===== src/rtl/mem_access_ctrl_if.sv =====
// rtl/mem_access_ctrl_if.sv - data-bus request/response bundle between the memory stage and the bus
interface mem_access_ctrl_if;

   typedef struct packed {
      logic        valid;
      logic [63:0] addr;
      logic [2:0]  size;
      logic [7:0]  strobe;
      logic [63:0] data;
   } dbus_req_t;

   typedef struct packed {
      logic        addr_ok;
      logic        data_ok;
      logic [63:0] data;
   } dbus_resp_t;

   dbus_req_t  dreq;
   dbus_resp_t dresp;

   modport master (output dreq, input dresp);
   modport slave  (input dreq, output dresp);

endinterface


===== src/rtl/mem_access_ctrl.sv =====
// rtl/mem_access_ctrl.sv - sequences one memory-stage load/store over the data bus with a watchdog
module mem_access_ctrl #(
   parameter int unsigned TIMEOUT = 1024
) (
   input  logic                 clk,
   input  logic                 reset,
   input  logic                 req_valid,
   input  logic                 req_write,
   input  logic [63:0]          req_addr,
   input  logic [63:0]          req_wdata,
   input  logic [7:0]           req_strobe,
   input  logic                 flush,
   mem_access_ctrl_if.master    bus,
   output logic                 stall,
   output logic                 resp_valid,
   output logic [63:0]          resp_rdata,
   output logic                 resp_err
);

   localparam logic [1:0] IDLE = 2'd0;
   localparam logic [1:0] REQ  = 2'd1;
   localparam logic [1:0] WAIT = 2'd2;
   localparam logic [1:0] DONE = 2'd3;

   localparam logic [2:0]  MSIZE8    = 3'd3;
   localparam logic        wdEnabled = (TIMEOUT != 0);
   localparam logic [31:0] wdLimit   = (TIMEOUT == 0) ? 32'd0 : 32'(TIMEOUT - 1);

   logic [1:0]  state;
   logic [1:0]  stateNext;
   logic        holdWrite;
   logic [63:0] holdAddr;
   logic [63:0] holdWdata;
   logic [7:0]  holdStrobe;
   logic [31:0] wdCount;

   logic accept;
   logic busActive;
   logic timedOut;
   logic finishOk;
   logic finishErr;

   assign accept    = (state == IDLE) & req_valid & ~flush;
   assign busActive = (state == REQ) | (state == WAIT);
   assign timedOut  = wdEnabled & (wdCount == wdLimit);

   // data_ok always beats the watchdog; a flush only drops a request the bus has not taken yet
   always_comb begin
      stateNext = state;
      finishOk  = 1'b0;
      finishErr = 1'b0;
      case (state)
         IDLE: begin
            if (accept) stateNext = REQ;
         end
         REQ: begin
            if (bus.dresp.addr_ok & bus.dresp.data_ok) begin
               finishOk  = 1'b1;
               stateNext = DONE;
            end else if (!bus.dresp.addr_ok & flush) begin
               stateNext = IDLE;
            end else if (timedOut) begin
               finishErr = 1'b1;
               stateNext = DONE;
            end else if (bus.dresp.addr_ok) begin
               stateNext = WAIT;
            end
         end
         WAIT: begin
            if (bus.dresp.data_ok) begin
               finishOk  = 1'b1;
               stateNext = DONE;
            end else if (timedOut) begin
               finishErr = 1'b1;
               stateNext = DONE;
            end
         end
         DONE: stateNext = IDLE;
         default: stateNext = IDLE;
      endcase
   end

   always_ff @(posedge clk or negedge reset) begin
      if (!reset) begin
         state      <= IDLE;
         holdWrite  <= 1'b0;
         holdAddr   <= 64'd0;
         holdWdata  <= 64'd0;
         holdStrobe <= 8'd0;
         wdCount    <= 32'd0;
         resp_rdata <= 64'd0;
         resp_err   <= 1'b0;
      end else begin
         state <= stateNext;
         if (accept) begin
            holdWrite  <= req_write;
            holdAddr   <= req_addr;
            holdWdata  <= req_wdata;
            holdStrobe <= req_strobe;
            wdCount    <= 32'd0;
         end else if (busActive && (wdCount != 32'hFFFF_FFFF)) begin
            wdCount <= wdCount + 32'd1;
         end
         if (finishOk) begin
            resp_rdata <= holdWrite ? 64'd0 : bus.dresp.data;
            resp_err   <= 1'b0;
         end else if (finishErr) begin
            resp_rdata <= 64'd0;
            resp_err   <= 1'b1;
         end
      end
   end

   // reset gating keeps stall low while held in reset even if req_valid is high
   assign stall      = reset & (accept | busActive);
   assign resp_valid = (state == DONE);

   assign bus.dreq.valid  = busActive;
   assign bus.dreq.addr   = holdAddr;
   assign bus.dreq.size   = MSIZE8;
   assign bus.dreq.strobe = holdWrite ? holdStrobe : 8'd0;
   assign bus.dreq.data   = holdWdata;

endmodule


===== src/flat_wrapper.sv =====
// flat-port wrapper written by rule: the top's interface ports become plain ports
module mem_access_ctrl_flat 
#(
   parameter int unsigned TIMEOUT = 1024
)
  (clk, reset, req_valid, req_write, req_addr, req_wdata, req_strobe, flush, stall, resp_valid, resp_rdata, resp_err, bus_dreq, bus_dresp);
  mem_access_ctrl_if bus_i ();
  input  logic clk;
  input  logic reset;
  input  logic req_valid;
  input  logic req_write;
  input  logic [63:0] req_addr;
  input  logic [63:0] req_wdata;
  input  logic [7:0] req_strobe;
  input  logic flush;
  output logic stall;
  output logic resp_valid;
  output logic [63:0] resp_rdata;
  output logic resp_err;
  output wire logic [$bits(bus_i.dreq)-1:0] bus_dreq;
  input wire logic [$bits(bus_i.dresp)-1:0] bus_dresp;
  assign bus_dreq = bus_i.dreq;
  assign bus_i.dresp = bus_dresp;
  mem_access_ctrl #(.TIMEOUT(TIMEOUT)) u_core (.clk(clk), .reset(reset), .req_valid(req_valid), .req_write(req_write), .req_addr(req_addr), .req_wdata(req_wdata), .req_strobe(req_strobe), .flush(flush), .bus(bus_i), .stall(stall), .resp_valid(resp_valid), .resp_rdata(resp_rdata), .resp_err(resp_err));
endmodule

===== config.mk =====
export PLATFORM = sky130hd
export DESIGN_NAME = mem_access_ctrl_flat
export DESIGN_NICKNAME = d
export VERILOG_FILES = /design/src/rtl/mem_access_ctrl_if.sv /design/src/rtl/mem_access_ctrl.sv /design/src/flat_wrapper.sv
export SDC_FILE = /design/constraint.sdc
export NUM_CORES = 1
export LEC_CHECK = 0
export BUFFER_PORTS_ARGS = -buffer_cell sky130_fd_sc_hd__buf_4
export CAP_MARGIN = 20
export CORE_MARGIN = 8
export CORE_UTILIZATION = 38
export CTS_BUF_LIST = sky130_fd_sc_hd__clkbuf_4
export CTS_CLUSTER_SIZE = 14
export DETAILED_ROUTE_END_ITERATION = 6
export PLACE_DENSITY = 0.67
export SYNTH_ARGS = -nofsm -noshare
export SYNTH_HDL_FRONTEND = slang
export SYNTH_SLANG_ARGS = --single-unit

===== constraint.sdc =====
create_clock -name clk -period 5.5 [get_ports clk]
set_input_delay 0 -clock clk [delete_from_list [all_inputs] [get_ports clk]]
set_output_delay 0 -clock clk [all_outputs]
set_load 0.02 [all_outputs]

==> key figures <==
Timing
  – Crit path time final: roughly 3.3 ns
  – Relative slew slack: 0.312
  – RSZ-0062 raised after global routing: no
  – Fin Setup TNS: 0 ns
  – Max-slew violation count: 0
  – Final Hold Vio Count: 0
  – WHS: 0.0375 ns
  – Actual slew at the worst max-slew pin: 1.03 ns
  – Setup violators final: 0
  – Fin Clk Skew: 0.0382 ns
  – Final worst-path cycle share: 0.602
  – Upper clock frequency limit: slightly above 300 MHz

Place
  – Placed Cells: 1,680
  – Final Wtd Congestion: around 0.84
  – Detail Placement HPWL: about 23,000 µm
  – PortBufs: 410

Yosys
  – Asr flop ratio synth: 1.00
  – Seq/Total Area, Yosys: 0.618
  – Multiplexer share of the synthesized area: 0.00209
  – Yosys warning count: 0
  – Synth Cell Area: around 9600 µm²
  – FF+latch count, synth: 236
  – Post-synth cell types: 43
  – Ys flop type: dfrtp_1
  – Post-synth EDFFs: 0
  – Synthesized area per cell: 9.67 µm²
  – Synth area leaders: dfrtp_1, nand2_1, a22o_1, clkbuf_1, a21oi_1
  – Synth Area in Compound Gates: 0.0975
  – Share of the synthesized area in the top cell type: 0.618
  – Largest area contributor in the netlist: dfrtp_1
  – XOR/XNOR share of the synthesized area: 0.00550
  – Syn Inst Count: 989
  – Post-Synth Adder-Cell Area: 0.00785
  – Synth Area in Simple Gates: 0.243
  – Largest family of logic cells by synthesized area: simple AND/OR/NAND/NOR gates

Global routing
  – First-pass GRT wire length: 58,800 µm
  – GR Util All Layers: 0.241
  – Congestion Overflow GR: 0
  – Initial antenna violation count: 8
  – Vias in the first global route: roughly 11,000
  – Largest net degree at the start of global routing: 115

Floorplan
  – Die Y: roughly 170 µm
  – Row count: 58
  – Core Area: 25,000 µm²
  – Starting density of the core: 0.383
  – Die X: 175 µm
  – Ports: 414
  – Die area: 30,500 µm²

Worst setup path
  – Buf/Inv on CP: 2
  – CP Class: reg2reg
  – Reg-to-reg startpoint: u_core.wdCount[9]
  – Crit path max fanout: 8
  – CP startpoint: u_core.wdCount[9]
  – Critical Path RT: 6.07 ns
  – Slowest cell on crit path: nor4_1
  – Cell mode on critical path: dlygate4sd3_1
  – Delay-heaviest family, CP: simple AND/OR/NAND/NOR gates
  – Cells along the critical path: nor4b_1 > nand4_1 > nor4_1 > a21oi_1 > dlygate4sd3_1 > o221ai_1 > dlygate4sd3_1
  – Startpoint Class: flop
  – Crit path capture type: flop
  – Max incr delay on CP: 0.82 ns
  – Arrival @ worst endpoint: 3.88 ns

Final layout
  – Final Instance Count excl. Fillers: 2,034
  – Area Growth Syn to Fin: 68.4%
  – Number of nets in the layout: 1,856
  – Share of layout cells above drive strength 1: 0.319

Pwr
  – P_leak: roughly 8.2 nW
  – Peak VDD IR: approximately 0.33 mV
  – Total power: around 8.2 mW
  – Power per cell area: 510 nW/µm²

Clocking
  – TritonCTS clock tree: done
  – Buffer count from post-CTS setup fixing: 0
  – Worst-path clk slew: 0.07 ns
  – Inserted Clock Buffers: 68
  – Root Driver: clkbuf_4
  – Insertion delay to the later sink of the worst-skew pair: 0.65 ns
  – Clock Sinks: between 200 and 250
  – H-tree Lvls: 3
  – Clock Path Buffers: 3

Drt
  – Iteration-0 DRC Markers: between 700 and 800
  – Via density: 4.92
  – Routed Antenna Nets: 0
  – 1st-pass router iterations: 6
  – Post-Route WL: 37,600 µm
  – Post-route DRC violation count: 0
  – Via count: around 10,000
  – DR WL/cell: 18.5 µm

Run
  – Number of max-cap violations: 0

Hold path
  – Worst hold path class: in2async

Run status
  – Status: complete, no violations
[cells in the final DEF, fill, tap and decap left out, drive strengths merged, types with 3 or more instances in the layout]
cell,netlist,final
nand2,436,436
buf,5,418
dfrtp,236,236
dlygate4sd3,0,223
clkbuf,53,107
a22o,64,64
a21oi,28,28
nor2,18,18
nand4,18,18
o21ai,17,17
or3,16,16
nor4,12,12
and2,10,10
clkinv,0,10
diode,0,8
or4,8,8
nand3,7,7
o31ai,7,7
xnor2,6,6
ha,6,6
and4,5,5
inv,4,5
nor3,4,4
or2,4,4
conb,2,3
clkinvlp,0,3
[worst reg2reg max path, delay by kind of cell (launching register included)]
kind | cells | cell delay [ns]
AND/OR/NAND/NOR | 3 | 1.36
buffers and inverters | 2 | 1.16
flip-flops | 1 | 0.49
AO/OA/AOI/OAI | 2 | 0.23
[metrics by stage]
step / util / instance area [µm²] / worst slack, ns
after floorplan: - / 9570 / 3.03
after detailed placement: 0.518 / 12900 / 2.65
after global routing: 0.645 / 16100 / 2.01
final: 0.645 / 16100 / 2.19
after global placement: 0.518 / 12900 / 2.73
after CTS: 0.644 / 16100 / 2.22
[cell type report]
cell class,count,area (µm²)
Inverter,4,15.0
Clock buffer,107,803
Tap cell,330,413
Multi-Input combinational cell,692,3450
Timing Repair Buffer,641,5380
Antenna cell,8,20.0
Fill cell,1954,8860
Clock inverter,16,125
Sequential cell,236,5910
[repair_timing]
item / in CTS / in global routing
hold buffers: 223 / 0
endpoints found under the hold margin: 326 / 0
gates resized for setup: 0 / 0
[Yosys cell counts, types with 3 or more instances]
library cell,number
clkbuf_1,53
or3_1,16
o21ai_0,17
nand3_1,7
or4_1,8
buf_4,4
nor4_1,12
dfrtp_1,236
inv_1,4
and4_1,5
nor3_1,3
o31ai_1,7
nand4_1,17
xnor2_1,6
nor2_1,18
nand2_1,436
and2_1,10
ha_1,6
a22o_1,64
a21oi_1,28
[sequential cells by signal, indices dropped and copies added, names as in the netlist, named ones only]
name	flops
u_core.holdWdata	64
u_core.holdStrobe	8
u_core.wdCount	32
u_core.resp_rdata	64
u_core.holdAddr	64
u_core.state	1
u_core.holdWrite	1
u_core.resp_err	1
[metal layers]
| layer | vias up | global-route usage | wire [µm] |
|---|---|---|---|
| met5 | - | 0 | 0 |
| met4 | 0 | 0.134 | 1820 |
| met3 | 119 | 0.0876 | 3060 |
| met1 | 4806 | 0.266 | 13900 |
| met2 | 422 | 0.398 | 18800 |
| li1 | 4670 | - | - |
[final timing paths]
path	cells past startpoint	endpoint	slack [ns]
min in group clk	4	u_core.holdAddr[53]	0.08
hold / removal	2	u_core.holdWdata[50]	0.04
max in group asynchronous	3	u_core.resp_rdata[47]	4.03
hold reg to reg	2	u_core.holdStrobe[2]	0.47
setup / recovery	7	u_core.state[0]	2.19
setup reg to reg	7	u_core.state[0]	2.19
[power breakdown]
| part | total (mW) | internal [mW] | switching (mW) |
|---|---|---|---|
| Combinational | 3.57 | 1.50 | 2.07 |
| Sequential | 2.89 | 2.44 | 0.452 |
| Clock | 1.76 | 0.980 | 0.775 |
| Total | 8.22 | 4.92 | 3.30 |
[cell families after synthesis]
group | after synthesis
AND/OR/NAND/NOR | 547
flip-flops | 236
AO/OA/AOI/OAI | 128
buffers and inverters | 62
adder cells (fa/ha/maj) | 6
XOR/XNOR | 6
other | 2
multiplexers | 2
(Power assumes the default switching activity.)
